### config.mk
export PLATFORM = sky130hd
export DESIGN_NAME = uart_tx_sched
export DESIGN_NICKNAME = d
export VERILOG_FILES = /design/src/rtl/uart_pkg.sv /design/src/rtl/rr_arbiter.sv /design/src/rtl/uart_tx_sched.sv
export SDC_FILE = /design/constraint.sdc
export NUM_CORES = 1
export LEC_CHECK = 0
export CORE_ASPECT_RATIO = 1.75
export CORE_MARGIN = 2
export CORE_UTILIZATION = 48
export DETAILED_ROUTE_END_ITERATION = 8
export PLACE_DENSITY = 0.92
export SLEW_MARGIN = 10
export SYNTH_ARGS = -nofsm -noshare
export SYNTH_HDL_FRONTEND = slang
export SYNTH_SLANG_ARGS = --single-unit
### constraint.sdc
create_clock -name clk -period 3.8 [get_ports clk]
set_input_delay 1.14 -clock clk [delete_from_list [all_inputs] [get_ports clk]]
set_output_delay 1.14 -clock clk [all_outputs]
set_load 0.01 [all_outputs]
### src/rtl/uart_pkg.sv
`default_nettype none
// ============================================================================
// Module  : uart_pkg
// Brief   : Shared types and round-robin helper for the UART TX scheduler.
// Revision: 1.0 - initial release
// ============================================================================
package uart_pkg;

    typedef enum logic [1:0] {
        S_IDLE  = 2'd0,
        S_START = 2'd1,
        S_WAIT  = 2'd2,
        S_GAP   = 2'd3
    } tx_sched_state_e;

    localparam int RR_MAX_REQ = 32;

    // First set bit of mask strictly after ptr, wrapping at n; returns ptr if mask is empty.
    function automatic int rr_next(input logic [RR_MAX_REQ-1:0] mask, input int n, input int ptr);
        int   idx;
        logic found;
        rr_next = ptr;
        found   = 1'b0;
        for (int k = 1; k <= RR_MAX_REQ; k++) begin
            idx = (ptr + k) % n;
            if (k <= n && !found && mask[idx]) begin
                rr_next = idx;
                found   = 1'b1;
            end
        end
    endfunction

endpackage
`default_nettype wire

### src/rtl/rr_arbiter.sv
`default_nettype none
// ============================================================================
// Module  : rr_arbiter
// Brief   : Combinational round-robin next-grant from request mask and pointer.
// Revision: 1.0 - initial release
// ============================================================================
module rr_arbiter
    import uart_pkg::*;
#(
    parameter int N     = 4,
    parameter int IDX_W = (N > 1) ? $clog2(N) : 1
) (
    input  logic [N-1:0]     i_req,
    input  logic [IDX_W-1:0] i_ptr,
    output logic [IDX_W-1:0] o_grant,
    output logic             o_any
);

    logic [RR_MAX_REQ-1:0] w_mask;

    always_comb begin
        w_mask          = '0;
        w_mask[N-1:0]   = i_req;
        o_grant         = IDX_W'(rr_next(w_mask, N, int'(i_ptr)));
        o_any           = |i_req;
    end

endmodule
`default_nettype wire

### src/rtl/uart_tx_sched.sv
`default_nettype none
// ============================================================================
// Module  : uart_tx_sched
// Brief   : Round-robin scheduler sharing one uart_tx among NUM_REQ producers.
// Revision: 1.0 - initial release
// ============================================================================
module uart_tx_sched
    import uart_pkg::*;
#(
    parameter int NUM_REQ       = 4,
    parameter int DATA_BITS     = 8,
    parameter int GAP_TICKS     = 1,
    parameter int START_TIMEOUT = 16
) (
    input  logic                           clk,
    input  logic                           rst,
    input  logic                           tick,
    input  logic [NUM_REQ-1:0]             req_valid,
    input  logic [NUM_REQ*DATA_BITS-1:0]   req_data,
    output logic [NUM_REQ-1:0]             req_ready,
    output logic [NUM_REQ-1:0]             req_done,
    output logic [NUM_REQ-1:0]             req_drop,
    output logic                           tx_start,
    output logic [DATA_BITS-1:0]           tx_data,
    input  logic                           tx_busy,
    input  logic                           tx_done,
    output logic [$clog2(NUM_REQ)-1:0]     grant_id,
    output logic                           sched_busy
);

    localparam int c_idx_w   = $clog2(NUM_REQ);
    localparam int c_cnt_max = (GAP_TICKS > START_TIMEOUT) ? GAP_TICKS : START_TIMEOUT;
    localparam int c_cnt_w   = $clog2(c_cnt_max + 1);
    localparam logic [c_cnt_w-1:0] c_to_last  = c_cnt_w'(START_TIMEOUT - 1);
    localparam logic [c_cnt_w-1:0] c_gap_last = c_cnt_w'((GAP_TICKS > 0) ? GAP_TICKS - 1 : 0);

    logic [DATA_BITS-1:0] w_bytes [NUM_REQ];
    logic [c_idx_w-1:0]   w_grant;
    logic                 w_any;

    tx_sched_state_e      r_state;
    logic [c_idx_w-1:0]   r_ptr;
    logic [c_idx_w-1:0]   r_grant;
    logic [c_cnt_w-1:0]   r_cnt;
    logic                 r_busy_q;
    logic                 r_tx_start;
    logic [DATA_BITS-1:0] r_tx_data;
    logic [NUM_REQ-1:0]   r_ready;
    logic [NUM_REQ-1:0]   r_done;
    logic [NUM_REQ-1:0]   r_drop;

    for (genvar gi = 0; gi < NUM_REQ; gi++) begin : g_unpack
        assign w_bytes[gi] = req_data[gi*DATA_BITS +: DATA_BITS];
    end

    rr_arbiter #(
        .N     (NUM_REQ),
        .IDX_W (c_idx_w)
    ) u_arb (
        .i_req   (req_valid),
        .i_ptr   (r_ptr),
        .o_grant (w_grant),
        .o_any   (w_any)
    );

    always_ff @(posedge clk) begin
        if (rst) begin
            r_state    <= S_IDLE;
            r_ptr      <= c_idx_w'(NUM_REQ - 1);
            r_grant    <= '0;
            r_cnt      <= '0;
            r_busy_q   <= 1'b0;
            r_tx_start <= 1'b0;
            r_tx_data  <= '0;
            r_ready    <= '0;
            r_done     <= '0;
            r_drop     <= '0;
        end else begin
            r_ready  <= '0;
            r_done   <= '0;
            r_drop   <= '0;
            r_busy_q <= tx_busy;
            case (r_state)
                S_IDLE: begin
                    if (w_any) begin
                        r_ready    <= NUM_REQ'(1) << w_grant;
                        r_tx_data  <= w_bytes[w_grant];
                        r_grant    <= w_grant;
                        r_ptr      <= w_grant;
                        r_cnt      <= '0;
                        r_tx_start <= 1'b1;
                        r_state    <= S_START;
                    end
                end
                S_START: begin
                    // A busy seen in the same cycle as the last timeout tick still counts as a start.
                    if (tx_busy) begin
                        r_tx_start <= 1'b0;
                        r_state    <= S_WAIT;
                    end else if (tick) begin
                        if (r_cnt == c_to_last) begin
                            r_tx_start <= 1'b0;
                            r_drop     <= NUM_REQ'(1) << r_grant;
                            r_cnt      <= '0;
                            r_state    <= S_GAP;
                        end else begin
                            r_cnt <= r_cnt + 1'b1;
                        end
                    end
                end
                S_WAIT: begin
                    if (tx_done || (r_busy_q && !tx_busy)) begin
                        r_done  <= NUM_REQ'(1) << r_grant;
                        r_cnt   <= '0;
                        r_state <= S_GAP;
                    end
                end
                S_GAP: begin
                    if (GAP_TICKS == 0) begin
                        r_state <= S_IDLE;
                    end else if (tick) begin
                        if (r_cnt == c_gap_last) begin
                            r_state <= S_IDLE;
                        end else begin
                            r_cnt <= r_cnt + 1'b1;
                        end
                    end
                end
                default: r_state <= S_IDLE;
            endcase
        end
    end

    assign req_ready  = r_ready;
    assign req_done   = r_done;
    assign req_drop   = r_drop;
    assign tx_start   = r_tx_start;
    assign tx_data    = r_tx_data;
    assign grant_id   = r_grant;
    assign sched_busy = (r_state != S_IDLE);

endmodule
`default_nettype wire

After elaboration in Yosys (flattened, before gate mapping)
Index checks and enable logic that the tools add are counted.
{ "word_totals": {"regBits": 33, "inputBits": 41, "word_cells": 115} }
{ "classes": {"muxes": 43, "bitwise": 12, "n_shift": 2, "n_reduce_logical": 25, "n_lt_le_gt_ge": 5, "add_sub_neg": 5, "eq_ne": 13} }
{ "op_table": {"columns": ["op", "n"], "rows": [
  ["5-bit 2-to-1 mux", 7],
  ["3-bit by 7-bit < comparator with 1-bit output, second input constant", 4],
  ["2-bit 2-to-1 mux", 11],
  ["5-bit case mux with 4 select lines", 1],
  ["8-bit binary-select mux with 2-bit select", 1],
  ["8-bit 2-to-1 mux", 2],
  ["1-bit 2-to-1 mux", 15],
  ["1-bit binary-select mux with 3-bit select", 4],
  ["2-bit inequality test, second input constant", 6],
  ["6-bit AND reduction", 2],
  ["2-bit case mux with 4 select lines", 1],
  ["2-bit OR reduction", 4],
  ["1-bit by 2-bit << shifter with 4-bit output, first input constant", 2],
  ["1-bit NOT", 7],
  ["3-bit inequality test, second input constant", 2],
  ["3-bit OR reduction", 2],
  ["5-bit by 1-bit adder with 5-bit output, second input constant", 1],
  ["5-bit by 4-bit equality test with 1-bit output, second input constant", 1],
  ["5-bit zero test", 1],
  ["5-bit OR reduction", 1],
  ["2-bit by 1-bit adder with 2-bit output, second input constant", 2],
  ["2-bit adder, second input constant", 2],
  ["1-bit bitwise AND, first input constant", 4],
  ["2-bit equality test, second input constant", 2],
  ["13 further kinds", 20]
]} }

Longest topological paths before layout
{ "logic_depth": {"ltp_word": 20, "depth_mapped": 8, "mapped_depth_nobuf": 8} }

Hierarchy
From an unflattened synthesis, not the netlist that was laid out.
{ "unflattened": {"hier_cells": 183, "hier_area_um2": 1644.1} }
{ "modules_own_cells": {"columns": ["mod", "area_per_inst_um2", "cells_per_inst", "seq_area_each_um2", "instances"], "rows": [
  ["uart_tx_sched", 1571.5, 169, 660.6, 1],
  ["rr_arbiter", 72.6, 14, 0.0, 1]
]} }

Worst setup path after synthesis
No wires, ideal clock.
{ "synth_path": {"path_kind": "input-to-reg", "start": "input req_valid[3]", "end": "register r_tx_data[6] (netlist: tx_data[6])", "required_time_ns": 3.662, "slack_ns": 1.412, "path_buffers": 2, "arrival_ns": 2.251, "setup_time_ns": 0.138, "path_stages": 7, "cell_sequence": "nor2b_1 -> o21a_1 -> buf_2 -> nor3_2 -> buf_4 -> mux2i_1 -> o221ai_1"} }
{ "synth_between": {"elab_chain_cells": 17, "elab_cells_between_ends": 31} }
{ "synth_lines": {"columns": ["item", "line", "source"], "rows": [
  ["start, declared", "uart_tx_sched.sv:18", "input logic [NUM_REQ-1:0] req_valid,"],
  ["1-bit binary-select mux with 3-bit select", "uart_pkg.sv:26", "if (k <= n && !found && mask[idx]) begin"],
  ["1-bit 2-to-1 mux (implied by the code) (2 in a row)", "uart_pkg.sv:26", null],
  ["1-bit 2-to-1 mux", "uart_pkg.sv:26", null],
  ["1-bit zero test", "uart_pkg.sv:26", null],
  ["1-bit logical AND", "uart_pkg.sv:26", null],
  ["1-bit 2-to-1 mux", "uart_pkg.sv:26", null],
  ["1-bit zero test", "uart_pkg.sv:26", null],
  ["1-bit logical AND", "uart_pkg.sv:26", null],
  ["1-bit 2-to-1 mux", "uart_pkg.sv:26", null],
  ["1-bit zero test", "uart_pkg.sv:26", null],
  ["1-bit logical AND", "uart_pkg.sv:26", null],
  ["2-bit 2-to-1 mux", "uart_pkg.sv:26", null],
  ["2-bit NOT with 3-bit output (implied by the code)", "uart_tx_sched.sv:87", "r_tx_data <= w_bytes[w_grant];"],
  ["8-bit binary-select mux with 2-bit select", "uart_tx_sched.sv:87", null],
  ["8-bit 2-to-1 mux (implied by the code) (2 in a row)", "uart_tx_sched.sv:87", null],
  ["end signal, assigned", "uart_tx_sched.sv:87", null],
  ["end, declared", "uart_tx_sched.sv:47", "logic [DATA_BITS-1:0] r_tx_data;"]
]} }
Parallel ways exist; a longest one is shown, timed or not. The select of a mux whose other input is x is not followed.
A chain may end at the register's enable or synchronous reset.

Worst setup path in the final report
{ "layout_path": {"start": "register r_state[1]", "end": "output sched_busy"} }
{ "layout_between": {"elab_chain_cells": 1} }
{ "layout_lines": {"columns": ["item", "line", "source"], "rows": [
  ["start, declared", "uart_tx_sched.sv:41", "tx_sched_state_e r_state;"],
  ["start signal, assigned", "uart_tx_sched.sv:68", "r_state <= S_IDLE;"],
  ["start signal, assigned", "uart_tx_sched.sv:92", "r_state <= S_START;"],
  ["start signal, assigned", "uart_tx_sched.sv:99", "r_state <= S_WAIT;"],
  ["2-bit nonzero test", "uart_tx_sched.sv:140", "assign sched_busy = (r_state != S_IDLE);"],
  ["end, declared", "uart_tx_sched.sv:28", "output logic sched_busy"]
]} }
Every way passes these cells.

==> results.py <==
metrics = {
    "critical_path": {
        "r2r_slack_ps": 1850,
        "endpoint": "sched_busy",
        "critPathCaptureType": "output port",
        "reg2regPathDepth": 7,
        "cpLargestDelayFamily": "buffers and inverters",
        "critical_path.cell_chain": "inv_1, ha_1, inv_1, clkdlybuf4s50_1",
        "cpPeakStageDelay_ps": 550,
        "crit_fanout": 5,
        "cp.arrival_ps": 1700,
        "worstReg2RegStart": "r_cnt[0]",
        "criticalPathCategory": "reg2out",
        "crit_path_frequent_cell": "inv_1",
        "crit_cells": 4,
        "reg2reg_to": "r_cnt[2]",
        "critPathLaunch": "r_state[1]",
        "path_buf_inv": 3,
        "worst-endpoint-required_ps": 2660,
        "start_kind": "register",
        "slowest_stage": "clkdlybuf4s50_1",
    },
    "clocking": {
        "cts.hold.buffers_added": 0,
        "clk_pin_slew_ps": 60,
        "cts_sinks": 33,
        "cts_root_buf": "clkbuf_8",
        "cts-resized-gates": 0,
        "h-tree-depth": 2,
        "clock_path_buffers": 2,
        "clock_latency_ps": 280,
        "cts_buffers": 5,
        "postCtsSetupBuffers": 0,
        "cts_tree": "yes",
    },
    "synthesis": {
        "yosysUniqueCellTypes": 45,
        "ys.flop_type": "dfxtp_1",
        "ys_warn_count": 0,
        "synthArstFlopShare_pct": 0,
        "synth_edf_count": 0,
        "synth_nets": 258,
        "syn_avg_cell_area_um2": 8.72,
        "ys_ff_latch": 33,
        "ys_seq_area_share_pct": 36.4,
        "netlist_instances": 208,
        "syn_area_um2": 1810,
    },
    "grt": {
        "grt_first_pass_wirelength_mm": 7.95,
        "grtUsageTotal_pct": 23.9,
        "grt_max_degree": 20,
        "overflow": 0,
        "grt_pass1_vias": 1791,
        "antenna_found_initial": 0,
    },
    "pwr": {
        "p_total_w": 0.00159,
        "p_leak_nw": 0.999,
        "power_density_nw_per_um2": 615,
        "ir_drop_mv": 0.439,
    },
    "cells_and_area": {
        "drive_gt1_share_pct": 9.52,
        "syn_to_final_growth_pct": 42.1,
        "antennaDiodeCount": 0,
        "fillers": 290,
        "finalNetCount": 323,
        "multi_input_area_um2": 1050,
        "area.sequential_um2": 661,
    },
    "timing": {
        "period_needed_ps": 2840,
        "setup_viol": 0,
        "worst_pin_slew_ps": 617,
        "slew_headroom_pct": 58.6,
        "fmax_ghz": 0.353,
        "hold_viol": 0,
        "rsz0062_at_grt": "no",
        "finalMaxSlewViolations": 0,
        "finalClockSkew_ps": 2.71,
        "timing.final.crit_share_pct": 74.6,
        "fin_setup_tns_ps": 0,
    },
    "min_path": {
        "hold_path_depth": 2,
        "hold_class": "reg2reg",
        "hold_start": "tx_data[5]",
    },
    "placed_design": {
        "place.gp.congestion": 0.858,
        "post-dp-hpwl_mm": 3.62,
        "port_buffers": 64,
    },
    "die": {
        "fp.dieW_um": 50.5,
        "core-area_um2": 3630,
        "pin_count": 65,
        "start_util_pct": 50.0,
        "rows": 29,
        "dieArea_um2": 4310,
        "die_h_um": 85.3,
    },
    "route": {
        "drt_iter0_markers": 33,
        "drc": 0,
        "via_per_inst": 5.59,
        "postRouteAntennaNets": 0,
        "totalWireLength_mm": 4.86,
        "via_count": 1783,
        "post_drt_wl_per_cell_um": 15.2,
        "drtPass1Iterations": 4,
    },
    "job": {
        "max-cap-violations": 0,
    },
    "status": {
        "run_status": "finished clean",
    },
}
==> tightest hold or removal path: stages (launching register included) <==
cell      delay, ps
dfxtp_1         330
nand3_1          60
o221ai_1         60
==> stage by stage <==
step	area, um^2	util (%)	setup WS (ps)	cells	hold slack [ps]
floorplan	1810	-	1410	208	462
global placement	2490	68.7	766	312	463
detailed placement	2490	68.7	716	312	473
CTS	2580	71.1	940	319	488
global route	2580	71.1	815	319	523
finish	2580	71.1	964	319	491
==> power breakdown <==
part           internal, W  total (W)  leakage [nW]  switching [W]
Sequential        0.000442   0.000521         0.270      0.0000792
Combinational     0.000394   0.000801         0.685       0.000407
Clock             0.000144   0.000264        0.0443       0.000120
Total             0.000979    0.00159         0.999       0.000607
==> sequential cells by signal (all words and copies together), names as in the netlist <==
signal / flops
r_busy_q: 1
req_done: 4
req_ready: 4
r_ptr: 2
tx_data: 8
tx_start: 1
r_cnt: 5
req_drop: 4
r_state: 2
grant_id: 2
==> final cells by class <==
type | instances | area share, %
multi-input combinational | 151 | 40.9
clock buffer | 7 | 3.35
timing repair buffer | 67 | 25.7
tap | 46 | 2.23
sequential | 33 | 25.6
inverter | 15 | 2.18
==> synthesized netlist by cell type, drive strengths merged, types with 2 or more instances <==
| cell type | number | share of area (%) |
|---|---|---|
| a21bo | 8 | 4.4 |
| a21oi | 7 | 2.1 |
| a221oi | 2 | 0.97 |
| buf | 4 | 1.3 |
| clkbuf | 5 | 1.0 |
| dfxtp | 33 | 36 |
| ha | 9 | 6.2 |
| inv | 15 | 3.1 |
| mux2i | 9 | 5.0 |
| nand2 | 13 | 2.7 |
| nand2b | 6 | 2.5 |
| nand3 | 11 | 3.7 |
| nand4 | 9 | 3.1 |
| nor2 | 22 | 4.6 |
| nor2b | 3 | 1.0 |
| nor3 | 5 | 1.7 |
| nor3b | 2 | 0.83 |
| o21a | 2 | 0.83 |
| o21ai | 11 | 3.0 |
| o221ai | 8 | 3.9 |
| o31ai | 8 | 3.3 |
==> how the worst min path moves through the flow <==
stage,end
3_3_place_gp,tx_data[4]
2_1_floorplan,r_cnt[1]
4_1_cts,tx_data[3]
6_report,tx_data[5]
5_1_grt,tx_data[3]
3_5_place_dp,tx_data[3]
==> routing by layer <==
metal / routed length [um] / track usage (%) / vias to the layer above
li1: - / - / 874
met1: 1920 / 23.8 / 848
met2: 2680 / 46.5 / 53
met3: 169 / 3.87 / 8
met4: 96 / 10.1 / 0
met5: 0 / 0 / -
==> cell families (layout without fill, tap and decap cells) <==
kind of cell | after synthesis | count (layout) | share of synthesized area [%]
and+or+nand+nor | 81 | 81 | 24.6
AOI/OAI and AO/OA | 52 | 52 | 22.4
DFF | 33 | 33 | 36.4
buffers and inverters | 24 | 89 | 5.45
adders and majority gates | 9 | 9 | 6.21
muxes | 9 | 9 | 4.97
==> placed cells by master (no fill, tap or decap), types with 2 or more instances in the layout <==
master / count
o21a_1: 2
nand2_1: 13
a221oi_1: 2
ha_1: 9
a21bo_2: 7
nor2_1: 22
o21ai_0: 8
mux2i_1: 9
nor3_1: 4
nor3b_1: 2
a21oi_1: 6
nand3_1: 10
nand4_1: 9
o31ai_1: 8
o21ai_1: 3
nand2b_1: 5
dfxtp_1: 33
clkdlybuf4s50_1: 64
clkbuf_8: 6
buf_4: 3
inv_1: 15
nor2b_1: 3
o221ai_1: 8
Note: power is estimated with default switching activity, not from simulation.
